[src/rtl/aeolus_pkg.sv]
// Shared constants for the aeolus multi-cycle core: opcodes, FSM encoding, ALU selects.
package aeolus_pkg;

  localparam int unsigned DATA_W_DEF = 4;
  localparam int unsigned ADDR_W_DEF = 4;
  localparam int unsigned OP_W       = 4;

  localparam logic [OP_W-1:0] OP_LDA  = 4'h0;
  localparam logic [OP_W-1:0] OP_LDB  = 4'h1;
  localparam logic [OP_W-1:0] OP_LDO  = 4'h2;
  localparam logic [OP_W-1:0] OP_LDSA = 4'h3;
  localparam logic [OP_W-1:0] OP_LDSB = 4'h4;
  localparam logic [OP_W-1:0] OP_LSH  = 4'h5;
  localparam logic [OP_W-1:0] OP_RSH  = 4'h6;
  localparam logic [OP_W-1:0] OP_CLR  = 4'h7;
  localparam logic [OP_W-1:0] OP_SNZA = 4'h8;
  localparam logic [OP_W-1:0] OP_SNZS = 4'h9;
  localparam logic [OP_W-1:0] OP_ADD  = 4'hA;
  localparam logic [OP_W-1:0] OP_SUB  = 4'hB;
  localparam logic [OP_W-1:0] OP_AND  = 4'hC;
  localparam logic [OP_W-1:0] OP_OR   = 4'hD;
  localparam logic [OP_W-1:0] OP_XOR  = 4'hE;
  localparam logic [OP_W-1:0] OP_INV  = 4'hF;

  localparam logic [1:0] ST_FETCH = 2'd0;
  localparam logic [1:0] ST_EXEC  = 2'd1;
  localparam logic [1:0] ST_WB    = 2'd2;

  typedef enum logic [2:0] {
    ALU_ADD = 3'd0,
    ALU_SUB = 3'd1,
    ALU_AND = 3'd2,
    ALU_OR  = 3'd3,
    ALU_XOR = 3'd4,
    ALU_INV = 3'd5
  } alu_op_e;

endpackage

[src/rtl/aeolus_alu.sv]
// Combinational add/sub/logic unit; carry_o is carry for ADD and borrow for SUB.
module aeolus_alu
  import aeolus_pkg::*;
#(
  parameter int unsigned DATA_W = DATA_W_DEF
) (
  input  logic [DATA_W-1:0] a_i,
  input  logic [DATA_W-1:0] b_i,
  input  alu_op_e           op_i,
  output logic [DATA_W-1:0] res_o,
  output logic              carry_o
);

  logic [DATA_W:0] sum;
  logic [DATA_W:0] diff;

  always_comb begin
    sum     = {1'b0, a_i} + {1'b0, b_i};
    diff    = {1'b0, a_i} - {1'b0, b_i};
    res_o   = sum[DATA_W-1:0];
    carry_o = 1'b0;
    case (op_i)
      ALU_ADD: begin res_o = sum[DATA_W-1:0];  carry_o = sum[DATA_W];  end
      ALU_SUB: begin res_o = diff[DATA_W-1:0]; carry_o = diff[DATA_W]; end
      ALU_AND: res_o = a_i & b_i;
      ALU_OR:  res_o = a_i | b_i;
      ALU_XOR: res_o = a_i ^ b_i;
      ALU_INV: res_o = ~a_i;
      default: res_o = sum[DATA_W-1:0];
    endcase
  end

endmodule

[src/rtl/aeolus_mc_core.sv]
// Fetch/exec/writeback accumulator core with synchronous-ROM program fetch.
// Optional single-step input step_req when AEOLUS_STEP_EN is defined.
module aeolus_mc_core
  import aeolus_pkg::*;
#(
  parameter int unsigned DATA_W = DATA_W_DEF,
  parameter int unsigned ADDR_W = ADDR_W_DEF
) (
  input  logic                clk,
  input  logic                reset,
  input  logic [2*DATA_W-1:0] switches,
  output logic [ADDR_W-1:0]   rom_addr,
  input  logic [OP_W-1:0]     rom_data,
`ifdef AEOLUS_STEP_EN
  input  logic                step_req,
`endif
  output logic [DATA_W-1:0]   cpu_out,
  output logic                of_flag,
  output logic                sf_flag,
  output logic                instr_done
);

  logic [1:0]        state_q, state_d;
  logic [ADDR_W-1:0] pc_q, pc_d;
  logic [DATA_W-1:0] a_q, a_d, b_q, b_d, s_q, s_d, acc_q, acc_d;
  logic [DATA_W-1:0] o_q, o_d, obuf_q, obuf_d;
  logic              of_q, of_d, sf_q, sf_d, take_q, take_d;
  logic [OP_W-1:0]   op_q, op_d;

  logic              step_ok;
  logic              done_c;
  logic [DATA_W-1:0] alu_a, alu_b, alu_res;
  logic              alu_carry;
  alu_op_e           alu_op;

`ifdef AEOLUS_STEP_EN
  assign step_ok = step_req;
`else
  assign step_ok = 1'b1;
`endif

  aeolus_alu #(.DATA_W(DATA_W)) u_alu (
    .a_i     (alu_a),
    .b_i     (alu_b),
    .op_i    (alu_op),
    .res_o   (alu_res),
    .carry_o (alu_carry)
  );

  // Next-state and datapath updates; EXEC decodes rom_data directly, WB uses latched op_q.
  always_comb begin
    state_d = state_q;
    pc_d    = pc_q;
    a_d     = a_q;
    b_d     = b_q;
    s_d     = s_q;
    acc_d   = acc_q;
    o_d     = o_q;
    obuf_d  = obuf_q;
    of_d    = of_q;
    sf_d    = sf_q;
    take_d  = take_q;
    op_d    = op_q;
    alu_a   = a_q;
    alu_b   = b_q;
    alu_op  = ALU_ADD;
    done_c  = 1'b0;

    case (state_q)
      ST_FETCH: if (step_ok) state_d = ST_EXEC;
      ST_EXEC: begin
        op_d = rom_data;
        case (rom_data)
          OP_LDA:  a_d = switches[2*DATA_W-1:DATA_W];
          OP_LDB:  b_d = switches[DATA_W-1:0];
          OP_LDO:  obuf_d = acc_q;
          OP_LDSA: s_d = a_q;
          OP_LDSB: s_d = b_q;
          OP_LSH:  begin s_d = s_q << 1; sf_d = s_q[DATA_W-1]; end
          OP_RSH:  begin s_d = s_q >> 1; sf_d = s_q[0]; end
          OP_CLR:  acc_d = '0;
          OP_SNZA, OP_SNZS: take_d = sf_q;
          OP_ADD:  begin alu_op = ALU_ADD; acc_d = alu_res; of_d = alu_carry; end
          OP_SUB:  begin alu_op = ALU_SUB; acc_d = alu_res; of_d = alu_carry; end
          OP_AND:  begin alu_op = ALU_AND; acc_d = alu_res; end
          OP_OR:   begin alu_op = ALU_OR;  acc_d = alu_res; end
          OP_XOR:  begin alu_op = ALU_XOR; acc_d = alu_res; end
          OP_INV:  begin alu_op = ALU_INV; acc_d = alu_res; end
          default: ;
        endcase
        if (rom_data == OP_LDO || rom_data == OP_SNZA || rom_data == OP_SNZS) begin
          state_d = ST_WB;
        end else begin
          state_d = ST_FETCH;
          done_c  = 1'b1;
        end
      end
      ST_WB: begin
        state_d = ST_FETCH;
        done_c  = 1'b1;
        alu_a   = acc_q;
        alu_b   = (op_q == OP_SNZS) ? s_q : a_q;
        if (op_q == OP_LDO) begin
          o_d = obuf_q;
        end else if (take_q) begin
          acc_d = alu_res;
          of_d  = alu_carry;
        end
      end
      default: state_d = ST_FETCH;
    endcase

    if (done_c) pc_d = pc_q + ADDR_W'(1);
  end

  always_ff @(posedge clk) begin
    if (reset) begin
      state_q <= ST_FETCH;
      pc_q    <= '0;
      a_q     <= '0;
      b_q     <= '0;
      s_q     <= '0;
      acc_q   <= '0;
      o_q     <= '0;
      obuf_q  <= '0;
      of_q    <= 1'b0;
      sf_q    <= 1'b0;
      take_q  <= 1'b0;
      op_q    <= '0;
    end else begin
      state_q <= state_d;
      pc_q    <= pc_d;
      a_q     <= a_d;
      b_q     <= b_d;
      s_q     <= s_d;
      acc_q   <= acc_d;
      o_q     <= o_d;
      obuf_q  <= obuf_d;
      of_q    <= of_d;
      sf_q    <= sf_d;
      take_q  <= take_d;
      op_q    <= op_d;
    end
  end

  assign rom_addr   = pc_q;
  assign cpu_out    = o_q;
  assign of_flag    = of_q;
  assign sf_flag    = sf_q;
  assign instr_done = done_c & ~reset;

endmodule
[config.mk]
export PLATFORM = sky130hd
export DESIGN_NAME = aeolus_mc_core
export DESIGN_NICKNAME = d
export VERILOG_FILES = /design/src/rtl/aeolus_pkg.sv /design/src/rtl/aeolus_alu.sv /design/src/rtl/aeolus_mc_core.sv
export SDC_FILE = /design/constraint.sdc
export NUM_CORES = 1
export LEC_CHECK = 0
export ABC_AREA = 1
export CAP_MARGIN = 20
export CORE_ASPECT_RATIO = 2
export CORE_UTILIZATION = 60
export CTS_CLUSTER_SIZE = 30
export DETAILED_ROUTE_END_ITERATION = 8
export PLACE_DENSITY = 0.86
export SLEW_MARGIN = 20
export SYNTH_ARGS = -nofsm -noshare
export SYNTH_HDL_FRONTEND = slang
export SYNTH_SLANG_ARGS = --single-unit
[constraint.sdc]
create_clock -name clk -period 5 [get_ports clk]
set_input_delay 1.25 -clock clk [delete_from_list [all_inputs] [get_ports clk]]
set_output_delay 1.25 -clock clk [all_outputs]
set_load 0.05 [all_outputs]
======== Word level (Yosys, flattened, before mapping) ========
Index checks and enable logic that the tools add are counted.
word-level totals
  register bits after elaboration ......... 37
  input bits .............................. 14
  output and inout port bits .............. 11
operators by class
  $add $sub $neg .......................... 3
  equality and inequality tests ........... 28
  multiplexer cells ....................... 21
  bitwise gates (word level) .............. 6
  reduce and logical (&&, ||, !) cells .... 20
operators with widths
  kind                   count
  $eq A4 B4 Y1 const B   9
  $mux W4                5
  $pmux W4 S5            1
  $eq A4 B3 Y1 const B   4
  $pmux W4 S2            2
  $pmux W4 S4            1
  $pmux W3 S5            1
  $reduce_and A2 Y1      7
  $eq A4 B2 Y1 const B   3
  $pmux W1 S2            4
  $reduce_and A4 Y1      2
  $eq A3 B2 Y1 const B   2
  $eq A3 B3 Y1 const B   2
  $ne A2 B2 Y1 const B   3
  $reduce_or A6 Y1       1
  $add A4 B4 Y5          1
  $sub A4 B4 Y5          1
  $add A4 B1 Y4 const B  1
  $and A4 B4 Y4          1
  $eq A4 B1 Y1 const B   1
  $logic_not A4 Y1       1
  $mux W1                4
  $not A4 Y4             1
  $or A4 B4 Y4           1
  other kinds (16)       19

======== Depth between registers and ports, before layout ========
Gate-level depths: netlist (run 1).
  word-level depth ........................ 8
  mapped depth ............................ 17
  gate-level depth less buffers ........... 17

======== Modules after synthesis ========
A second synthesis (run 1) with hierarchy kept.
unflattened totals
  cells, all modules ...................... 368
  area total of the unflattened synthesis .. 2456.1 µm²
by module, submodules not included
  module          times used  cells an instance  area an instance (µm²)  seq. area each (µm²)
  aeolus_mc_core  1           275                1918.1                  740.7
  aeolus_alu      1           93                 538.0                   0.0

======== Worst setup path after synthesis (run 1) ========
OpenSTA, ideal clock, no wires.
  kind .................................... input port to output port
  start point ............................. in rom_data[1]
  end point ............................... out instr_done
  data arrival time ....................... 2.444 ns
  path slack .............................. 1.306 ns
  cell stages on the path ................. 8
  path buffers ............................ 1
  path through ............................ buf_2 inv_1 nor2_2 nand2_1 nand2_1 nand2_1 nand2_1 nor2_1
on the way
  cells in the longest elaborated chain, start to end .. 6
ends and longest elaborated chain
  what                                                 line                   RTL
  start, declared                                      aeolus_mc_core.sv:13   input logic [OP_W-1:0] rom_data,
  $eq A4 B2 Y1 / $eq A4 B4 Y1 (equally long branches)  aeolus_mc_core.sv:91   if (rom_data == OP_LDO || rom_data == OP_SNZA || rom_data == OP_SNZS) begin
  $logic_or A1 B1 Y1                                   aeolus_mc_core.sv:91
  $logic_or A1 B1 Y1 (*)                               aeolus_mc_core.sv:91
  $mux W1 (*)                                          aeolus_mc_core.sv:91
  $pmux W1 S2 (*)                                      aeolus_mc_core.sv:69   case (state_q)
  $and A1 B1 Y1 (*)                                    aeolus_mc_core.sv:150  assign instr_done = done_c & ~reset;
  end, declared                                        aeolus_mc_core.sv:20   output logic instr_done
Mark *: on every way between the ends. The rest lies on a longest branch, timed or not.

======== Worst setup path in the final report (run 1) ========
Same ends and word-level chain as after synthesis.

==> Flow_metrics.wiki, run 1 <==
{| class="wikitable"
! Metric !! Value
|-
| Number of max-capacitance violations reported || 0
|-
| Endpoint class of the critical path || output pin
|-
| Clock slew at the register clock pins of the worst setup and hold paths || 0.08 ns
|-
| Placer congestion estimate || 0.918
|-
| Slew Limit Fails || 0
|-
| Rel. slew slack || 51.9%
|-
| Power per unit of standard cell area || 228 nW/µm²
|-
| Synth top cells by count || sky130_fd_sc_hd__nor2_1, sky130_fd_sc_hd__nand2_1, sky130_fd_sc_hd__inv_1, sky130_fd_sc_hd__o21ai_0, sky130_fd_sc_hd__dfxtp_1
|-
| H-tree depth reported by CTS || 2
|-
| TritonCTS buffer count || 5
|-
| TritonRoute pass-1 iters || 4
|-
| Outcome || completed
|-
| Delay of the slowest cell on the worst path || 0.70 ns
|-
| Sum of negative setup slack || 0 ns
|-
| Number of antenna diodes || 0
|-
| Inst Count DP || 440
|-
| Crit path buf inv count || 3
|-
| Vias per cell || 5.63
|-
| Most frequent cell after synthesis || sky130_fd_sc_hd__nor2_1
|-
| Count of placed standard cells in the final layout, fillers left out || 447
|-
| Die W || 46.9 µm
|-
| Tmin final || 4.59 ns
|-
| Share of flip-flops with an asynchronous set or reset after synthesis || 0%
|-
| Ratio of cells with drive above 1 in the final layout || 5.56%
|-
| Multiplexer area fraction after synthesis || 0%
|-
| CP top delay family || buffers and inverters
|-
| Clock sink count || 37
|-
| DR vias || 2518
|-
| Largest net degree at the start of global routing || 27
|-
| Y dimension of the die || 91.8 µm
|-
| Top-level I/O count || 25
|-
| CTS hold repair buffers || 0
|-
| CTS root buf || sky130_fd_sc_hd__clkbuf_8
|-
| Finish-stage setup viols || 0
|-
| Clock tree from TritonCTS || yes
|-
| Setup Buffers After CTS || 0
|-
| Area contributors post-synth || sky130_fd_sc_hd__dfxtp_1, sky130_fd_sc_hd__nor2_1, sky130_fd_sc_hd__ha_1
|-
| Relative area change from synthesis to final layout || 15.0%
|-
| Simple-gate share of the synthesized area || 29.3%
|-
| Insertion delay to the later sink of the worst-skew pair || 0.30 ns
|-
| Die outline area || 4310 µm²
|-
| Transition time of the tightest slew-check pin || 0.714 ns
|-
| Post-route clock period utilization || 91.8%
|-
| Mapped Nets || 406
|-
| Worst-path fanout max || 8
|-
| Summed instance area of the synthesized netlist || 2420 µm²
|-
| Number of antenna violations at the first check in global routing || 0
|-
| Number of global-route vias before repair || 2463
|-
| Worst setup skew after layout || 0.00668 ns
|-
| Max clock buf depth || 2
|-
| Num rows || 32
|-
| Share of synthesized cell area in full adder, half adder and majority cells || 11.0%
|-
| Slowest cell on the critical path || sky130_fd_sc_hd__clkdlybuf4s50_1
|-
| Routed length per instance || 15.4 µm
|-
| Top flip-flop cell by instance count after synthesis || sky130_fd_sc_hd__dfxtp_1
|-
| Detailed placement HPWL || 5.21 mm
|-
| Chain of cells forming the critical path || clkdlybuf4s50_1, inv_1, nor2_2, nand2_1, nand2_1, nand2_1, nand2_1, nor2_1, clkdlybuf4s50_1
|-
| Post-synthesis cell type with the largest combined area || sky130_fd_sc_hd__dfxtp_1
|-
| Dominant cell type by count on the critical path || sky130_fd_sc_hd__nand2_1
|-
| Worst setup SP type || input port
|-
| Unique masters post-synth || 31
|-
| Critical Path AT || 3.34 ns
|-
| Post-synthesis register bit count || 37
|-
| Setup repair after global routing missed its margin || no
|-
| Total count of hold-check failures in the final report || 0
|-
| Fraction of the mapped netlist area in compound gates || 18.0%
|-
| Parity-gate share of the synthesized area counting xor and xnor cells || 0.724%
|-
| Routed Antenna Nets || 0
|-
| Cell count after synthesis || 372
|-
| Number of violations reported at the end of detailed-routing iteration 0 || 106
|-
| Post-detailed-route DRC marker count || 0
|-
| Final WL || 6.87 mm
|-
| Combinational family with the most area after synthesis || simple AND/OR/NAND/NOR gates
|-
| Wire length of the first global-routing pass || 11.4 mm
|-
| Overflow left after global routing || 0
|-
| Class of the most critical setup path || input port to output pin
|-
| Fillcell total || 357
|-
| Data required time of the critical path || 3.75 ns
|-
| Worst vdd ir || 0.252 mV
|-
| Highest clock rate || 218 MHz
|-
| Floorplan Core Area || 3840 µm²
|-
| Number of buffers inserted by port buffering || 24
|-
| Number of flops mapped to enable cells by yosys || 0
|-
| Worst hold slack across all endpoints || 0.475 ns
|-
| Post-synthesis average cell area || 6.51 µm²
|-
| Initial core utilization || 63.0%
|-
| PostCTS Resize Cnt || 0
|-
| Post-synthesis sequential area ratio || 30.6%
|-
| Overall track demand over capacity in global routing || 36.6%
|-
| Warning count from the yosys run || 0
|-
| Leakage power || 1.19 nW
|-
| Share of the synthesized area in the top cell type || 30.6%
|-
| Total number of nets in the final design || 430
|-
| Type of the most critical hold path || flop to flop
|}
-- flip-flops by register name, indices dropped and copies added, names as in the netlist, 4 cells and up --
register and cells:
a_q 4, acc_q 4, b_q 4, cpu_out 4, obuf_q 4, op_q 4, rom_addr 4, s_q 4
-- cell usage in the layout (no fill, tap or decap), types with 2 or more instances in the layout --
cell	count
sky130_fd_sc_hd__dfxtp_1	37
sky130_fd_sc_hd__o211ai_1	5
sky130_fd_sc_hd__o21ai_0	39
sky130_fd_sc_hd__inv_2	4
sky130_fd_sc_hd__clkdlybuf4s50_1	24
sky130_fd_sc_hd__fa_1	2
sky130_fd_sc_hd__clkbuf_8	6
sky130_fd_sc_hd__nor2_2	5
sky130_fd_sc_hd__nand4_1	2
sky130_fd_sc_hd__ha_1	18
sky130_fd_sc_hd__nand3b_1	3
sky130_fd_sc_hd__nor2_1	70
sky130_fd_sc_hd__o21ai_1	3
sky130_fd_sc_hd__nand3_1	22
sky130_fd_sc_hd__inv_1	53
sky130_fd_sc_hd__nand2_1	58
sky130_fd_sc_hd__a21oi_1	27
sky130_fd_sc_hd__nor3_1	5
sky130_fd_sc_hd__xnor2_1	2
-- cells by family after synthesis --
logic type,count (synthesis)
compound gates,80
xor+xnor,2
buf+inv,65
fa+ha+maj,20
flops,37
simple gates,168
-- worst register-to-register path, delay by kind of cell (launching register included) --
kind | cells | cell delay (ns)
fa+ha+maj | 2 | 0.97
compound gates | 2 | 0.72
simple gates | 4 | 0.37
flops | 1 | 0.35
buf+inv | 3 | 0.32
-- layer usage --
| layer | share of wire [%] | vias up | wire length [µm] | track usage (%) |
|---|---|---|---|---|
| li1 | - | 1234 | - | - |
| met1 | 34 | 1141 | 2320 | 35.5 |
| met4 | 6.4 | 0 | 439 | 24.5 |
| met2 | 53 | 102 | 3670 | 59.0 |
| met5 | 0 | - | 0 | 0 |
| met3 | 6.5 | 41 | 447 | 15.0 |
-- power by group --
group / internal (W) / switching [W] / leakage [nW]
combinational: 0.0000362 / 0.0000686 / 0.845
sequential: 0.000303 / 0.00000672 / 0.300
clock: 0.000109 / 0.000111 / 0.0433
-- metrics by stage --
step	instance area (µm²)	worst slack (ns)	util, %	total power, W
after floorplan	2420	1.31	-	0.000383
after global placement	2690	0.513	70.1	0.000416
after detailed placement	2690	0.463	70.1	0.000418
after CTS	2780	0.434	72.4	0.000630
after global routing	2780	0.265	72.4	0.000658
final	2780	0.410	72.4	0.000635
-- path summary, 6_finish.rpt --
check	to	cells after the start	startpoint	slack, ns
min reg2reg	of_flag$_SDFFE_PP0P_	2	of_flag$_SDFFE_PP0P_	0.47
min	of_flag$_SDFFE_PP0P_	2	of_flag$_SDFFE_PP0P_	0.47
max reg2reg	acc_q[1]$_SDFFE_PP0P_	11	state_q[0]$_SDFF_PP0_	2.19
max	instr_done	9	rom_data[1]	0.41
-- layout make-up --
cell class	count	area (µm²)	share of cell area, %
Clock inverter	1	7.51	0.270
Clock buffer	6	82.6	2.97
Sequential cell	37	741	26.6
Timing Repair Buffer	25	248	8.90
Tap cell	51	63.8	2.29
Inverter	57	214	7.69
Multi-Input combinational cell	270	1430	51.3
Note: power is estimated with default switching activity, not from simulation.
==> run 2: changes to the inputs <==
--- a/config.mk
+++ b/config.mk
@@ -9,7 +9,7 @@
 export CAP_MARGIN = 20
 export CORE_ASPECT_RATIO = 2
 export CORE_UTILIZATION = 60
-export CTS_CLUSTER_SIZE = 30
+export CTS_CLUSTER_SIZE = 20
 export DETAILED_ROUTE_END_ITERATION = 8
 export PLACE_DENSITY = 0.86
 export SLEW_MARGIN = 20
==> results of run 2 <==
The final DEF is identical to that of run 1; final timing and power are the same.
==> variant 1 (config.mk and constraints of run 2) <==
Put one more register stage on the output `of_flag`, without a reset. The value now appears one clock later. The other outputs are not delayed to match.
--- a/src/rtl/aeolus_mc_core.sv
+++ b/src/rtl/aeolus_mc_core.sv
@@ -145,7 +145,9 @@
 
   assign rom_addr   = pc_q;
   assign cpu_out    = o_q;
-  assign of_flag    = of_q;
+  always_ff @(posedge clk) begin
+    of_flag <= of_q;
+  end
   assign sf_flag    = sf_q;
   assign instr_done = done_c & ~reset;
 
Function: changed (a bounded check fails within 10 cycles, from zero or initial values and one cycle with reset high).
==> variant 1 against run 2 <==
  * Utilization up 0.74 points
  * Worst setup slack better by 0.011 ns
  * Sequential power up 3%
  * Clock skew down 0.00062 ns
  * Global-route usage down 6.0 points
  * Synthesized area up 1.2%
  * Total power up 16%
  * Register-to-register slack worse by 0.16 ns
  * Sequential cell count up 1
  * Synthesized cell count down 3.0%
  * Wire length down 14%
  * Final cell count down 2.5%
  * Highest routed layer unchanged
  * Final area up 2.1%
==> variant 1: results (changes against run 2) <==
- Outcome: finished, final reports clean
- Drt wl/cell: 13.5 um (-12%)
- R2r endpoint: acc_q[2]$_SDFFE_PP0P_
- Syn Nets: 395 (-2.7%)
- Yosys warnings: 0 (unchanged)
- Distinct cell type count after synthesis: 34 (+9.7%)
- Highest Signal Layer: met4
- Net Sw Power: 0.000190 W (+1.8%)
- Power density over the cells: 260 nW/um2 (+14%)
- Placed Area: 2700 um2 (+0.37%)
- Clock buffer depth: 2 (unchanged)
- Met2 routed WL: 3.23 mm (-12%)
- Ranking of synthesized cells by area: dfxtp_1 31%, ha_1 9.2%, nand2_1 8.6%
- DR WL met3: 197 um (-56%)
- GRT Util Overall: 30.6% (-6.0 points)
- Rel. slew slack: 45.3% (-6.6 points)
- Nets: 418 (-2.8%)
- Met1 wire length: 2.15 mm (-7.1%)
- R2R depth: 10 (-1)
- Vias per inst: 5.48 (-2.6%)
- Seq pwr share: 43.0% (-5.8 points)
- Placement Setup Slack: 0.436 ns (-0.0269 ns)
- Critical Path AT: 3.33 ns (about the same)
- First-pass GRT wire length: 9.59 mm (-16%)
- GP Congestion: 0.955 (+4.0%)
- Vias in the first global route: 2326 (-5.6%)
- Share of layout cells above drive strength 1: 7.53% (+2.0 points)
- Max rail drop VDD: 0.302 mV (+20%)
- CP max FO: 6 (-2)
- Via Count: 2391 (-5.0%)
- Setup crit start: rom_data[2]
- Sequential area share after synthesis: 31.0% (+0.44 points)
- Commonest cells post-synth: 56 x nand2_1, 56 x nor2_1, 50 x inv_1
- Highest clock rate: 0.218 GHz (+0.24%)
- Final Skew: 0.00606 ns (-0.000623 ns)
- Comb pwr share: 14.3% (-2.2 points)
- R2r setup slk: 2.03 ns (-0.16 ns)
- Hold Crit Class: reg2reg
- Initial DRC count: 57 (-46%)
- Ys async rst share: 0% (unchanged)
- Crit path largest cell delay: 0.81 ns (+0.11 ns)
- Leak pwr: 1.23 nW (+3.6%)
- Placed Cells: 428 (-2.7%)
- WHS Path Cells: 0 (-2)
- Pin count of the biggest net entering global routing: 28 (+3.7%)
- DP HPWL: 4.57 mm (-12%)
==> variant 1: changes by cell type after synthesis, sizes merged, moves of 2 or more <==
cell / before / now
inv: 57 / 54
a31oi: 1 / 3
o21ai: 42 / 40
nor2: 76 / 62
a21oi: 29 / 32
o211ai: 5 / 3
nand3: 23 / 20
buf: 6 / 8
xor2: 0 / 2
nand3b: 3 / 5
==> variant 1: logic make-up (layout without fill, tap and decap cells) <==
| group | after synthesis | after routing | share of synthesized area [%] |
|---|---|---|---|
| AND/OR/NAND/NOR | 154 | 154 | 28.0 |
| XOR/XNOR | 3 | 3 | 1.07 |
| adder cells (fa/ha/maj) | 20 | 20 | 10.8 |
| flip-flops | 38 | 38 | 31.0 |
| AO/OA/AOI/OAI | 83 | 83 | 18.4 |
| buffers and inverters | 63 | 87 | 10.7 |
==> variant 1: cell type report <==
type	instances	area (um2)
Tap cell	51	63.8
Clock buffer	5	68.8
Inverter	54	203
Multi-Input combinational cell	260	1430
Timing Repair Buffer	25	248
Fill cell	342	1040
Sequential cell	38	761
Clock inverter	3	68.8
==> variant 1: how the worst min path moves through the flow <==
stage,end,slack [ns],from
after floorplan,of_flag$_DFF_P_,0.33,of_q$_SDFFE_PP0P_
after global placement,of_flag$_DFF_P_,0.34,of_q$_SDFFE_PP0P_
after detailed placement,of_flag$_DFF_P_,0.34,of_q$_SDFFE_PP0P_
after CTS,of_flag$_DFF_P_,0.37,of_q$_SDFFE_PP0P_
after global routing,of_flag$_DFF_P_,0.39,of_q$_SDFFE_PP0P_
final,of_flag$_DFF_P_,0.37,of_q$_SDFFE_PP0P_
==> variant 1: layer usage <==
metal	up-vias	track usage (%)
met5	-	0
met1	1080	28.7
li1	1207	-
met3	30	5.46
met4	0	19.3
met2	74	55.0
==> variant 2 (settings of run 2) <==
Made on the original files. Build with the macro `AEOLUS_STEP_EN` defined.
--- a/src/rtl/aeolus_mc_core.sv
+++ b/src/rtl/aeolus_mc_core.sv
@@ -1,5 +1,7 @@
 // Fetch/exec/writeback accumulator core with synchronous-ROM program fetch.
 // Optional single-step input step_req when AEOLUS_STEP_EN is defined.
+`define AEOLUS_STEP_EN
+
 module aeolus_mc_core
   import aeolus_pkg::*;
 #(
Interface: changed (added step_req); port bits go from 25 to 26. No check against the original RTL was run, so the function may have changed too.
==> variant 2 against run 2 <==
  * Synthesized area increased by 3.9%
  * Final area increased by 3.3%
  * Total power increased by 1.4%
  * Wire length decreased by 8.1%
  * Utilization decreased by 1.3 points
  * Sequential cell count unchanged
  * Sequential share of layout area decreased by 0.86 points
  * Worst setup slack improved by 0.39 ns
  * Global-route usage decreased by 4.8 points
  * Via count decreased by 1.2%
  * Die area increased by 3.8%
  * Final cell count decreased by 2.2%
  * Critical path type unchanged
  * Largest power group unchanged
==> variant 2: results (changes against run 2) <==
- Clock-pin slew on the worst setup and hold paths: 0.08 ns (about the same)
- Hold Crit Class: reg2reg
- Port buffer count: 25 (+4.2%)
- H-Tree Depth: 2 (unchanged)
- Leak pwr: 1.18 nW (-0.81%)
- Syn Nets: 396 (-2.5%)
- GRT Util Overall: 31.8% (-4.8 points)
- Slew @ Worst Pin: 0.672 ns (-0.0428 ns)
- Initial DRC count: 92 (-13%)
- Placement Setup Slack: 0.817 ns (+0.354 ns)
- Vias per inst: 5.69 (+1.0%)
- Syn_area_per_cell: 6.97 um2 (+7.0%)
- Met2 Resource Use GR: 57.0% (-2.0 points)
- Critical Path AT: 2.95 ns (-0.39 ns)
- Distinct cell type count after synthesis: 41 (+32%)
- Diode count: 0 (unchanged)
- Placed Cells: 429 (-2.5%)
- Cts bufs inserted: 5 (unchanged)
- Vias in the first global route: 2379 (-3.4%)
- Outcome: finished, final reports clean
- Ranking of synthesized cells by area: dfxtp_1 29%, ha_1 9.0%, nand2_1 8.4%
- # hold bufs at CTS: 0 (unchanged)
- First-pass GRT wire length: 10.1 mm (-12%)
- DR pass1 iterations: 4 (unchanged)
- Pin count of the biggest net entering global routing: 26 (-3.7%)
- Clock buffer depth: 2 (unchanged)
- Via Count: 2487 (-1.2%)
- Root Driver: clkbuf_8
- Met3 usage: 6.56% (-8.4 points)
- Met1 Resource Use GR: 27.8% (-7.7 points)
- Routed WL: 6.32 mm (-8.1%)
- Nets: 419 (-2.6%)
- R2r setup slk: 2.07 ns (-0.12 ns)
- Final Skew: 0.00781 ns (+0.00113 ns)
- GP Congestion: 0.976 (+6.2%)
- Commonest cells post-synth: 56 x nand2_1, 54 x nor2_1, 37 x dfxtp_1, 37 x inv_1, 35 x o21ai_0
- Max rail drop VDD: 0.182 mV (-28%)
- DP HPWL: 4.93 mm (-5.5%)
- Share of layout cells above drive strength 1: 12.7% (+7.2 points)
- CP max FO: 10 (+2)
- Fin crit period: 4.20 ns (-0.386 ns)
- Hold Fails Final Rpt: 0 (unchanged)
- Post-cts sizing count: 0 (unchanged)
- Yosys warnings: 0 (unchanged)
- Sequential area share after synthesis: 29.5% (-1.1 points)
==> variant 2: cell types whose count changed in the layout (fill, tap and decap cells not counted), sizes merged, moves of 3 or more <==
| cell | before | now |
|---|---|---|
| inv | 57 | 48 |
| nand2 | 59 | 62 |
| nor2 | 76 | 64 |
| nand3b | 3 | 0 |
| a21oi | 29 | 33 |
| nor3 | 5 | 2 |
| nand4 | 2 | 5 |
==> variant 2: layout make-up <==
| class | instances | area [um2] |
|---|---|---|
| tap | 52 | 65.1 |
| clock buffer | 7 | 96.3 |
| inverter | 49 | 186 |
| fill | 376 | 1170 |
| timing repair buffer | 25 | 248 |
| clock inverter | 1 | 5.00 |
| sequential | 37 | 741 |
| multi-input combinational | 266 | 1540 |
==> variant 2: cells by family (layout without fill, tap and decap cells) <==
| family | after synthesis | in the layout | share of synthesized area [%] |
|---|---|---|---|
| fa+ha+maj | 20 | 20 | 10.5 |
| flops | 37 | 37 | 29.5 |
| compound gates | 84 | 84 | 19.0 |
| xor+xnor | 4 | 4 | 1.39 |
| buf+inv | 58 | 82 | 9.50 |
| simple gates | 158 | 158 | 30.1 |
==> variant 2: routing by layer <==
layer | wire (um) | vias to the layer above | part of all wire [%]
met5 | 0 | - | 0
met4 | 418 | 0 | 6.6
met3 | 329 | 35 | 5.2
met2 | 3570 | 115 | 56
met1 | 2000 | 1119 | 32
li1 | - | 1218 | -
==> variant 2: where the power goes <==
group	internal, W	switching, W	total (W)
combinational	0.0000360	0.0000670	0.000103
sequential	0.000302	0.00000605	0.000308
clock	0.000125	0.000108	0.000232
==> variant 2: path summary, 6_finish.rpt <==
kind,endpoint,cells after the start,start
worst min register to register,cpu_out[1]$_SDFFE_PP0P_,2,cpu_out[1]$_SDFFE_PP0P_
worst max register to register,acc_q[1]$_SDFFE_PP0P_,14,state_q[0]$_SDFFE_PP0P_
worst min-delay path,cpu_out[1]$_SDFFE_PP0P_,2,cpu_out[1]$_SDFFE_PP0P_
worst max-delay path,instr_done,8,rom_data[2]
==> variant 2: stage by stage <==
step                util [%]  area, um2  hold WS [ns]
floorplan                  -       2510         0.436
global placement        68.6       2780         0.459
detailed placement      68.6       2780         0.474
CTS                     71.1       2880         0.491
global route            71.1       2880         0.516
finish                  71.1       2880         0.491
==> variant 2: critical path: stages <==
cell	delay, ns
clkdlybuf4s50_1	0.79
inv_1	0.15
nand2_2	0.16
o21ai_2	0.08
o21ai_2	0.12
nand2_2	0.10
nor2_1	0.10
buf_4	0.22
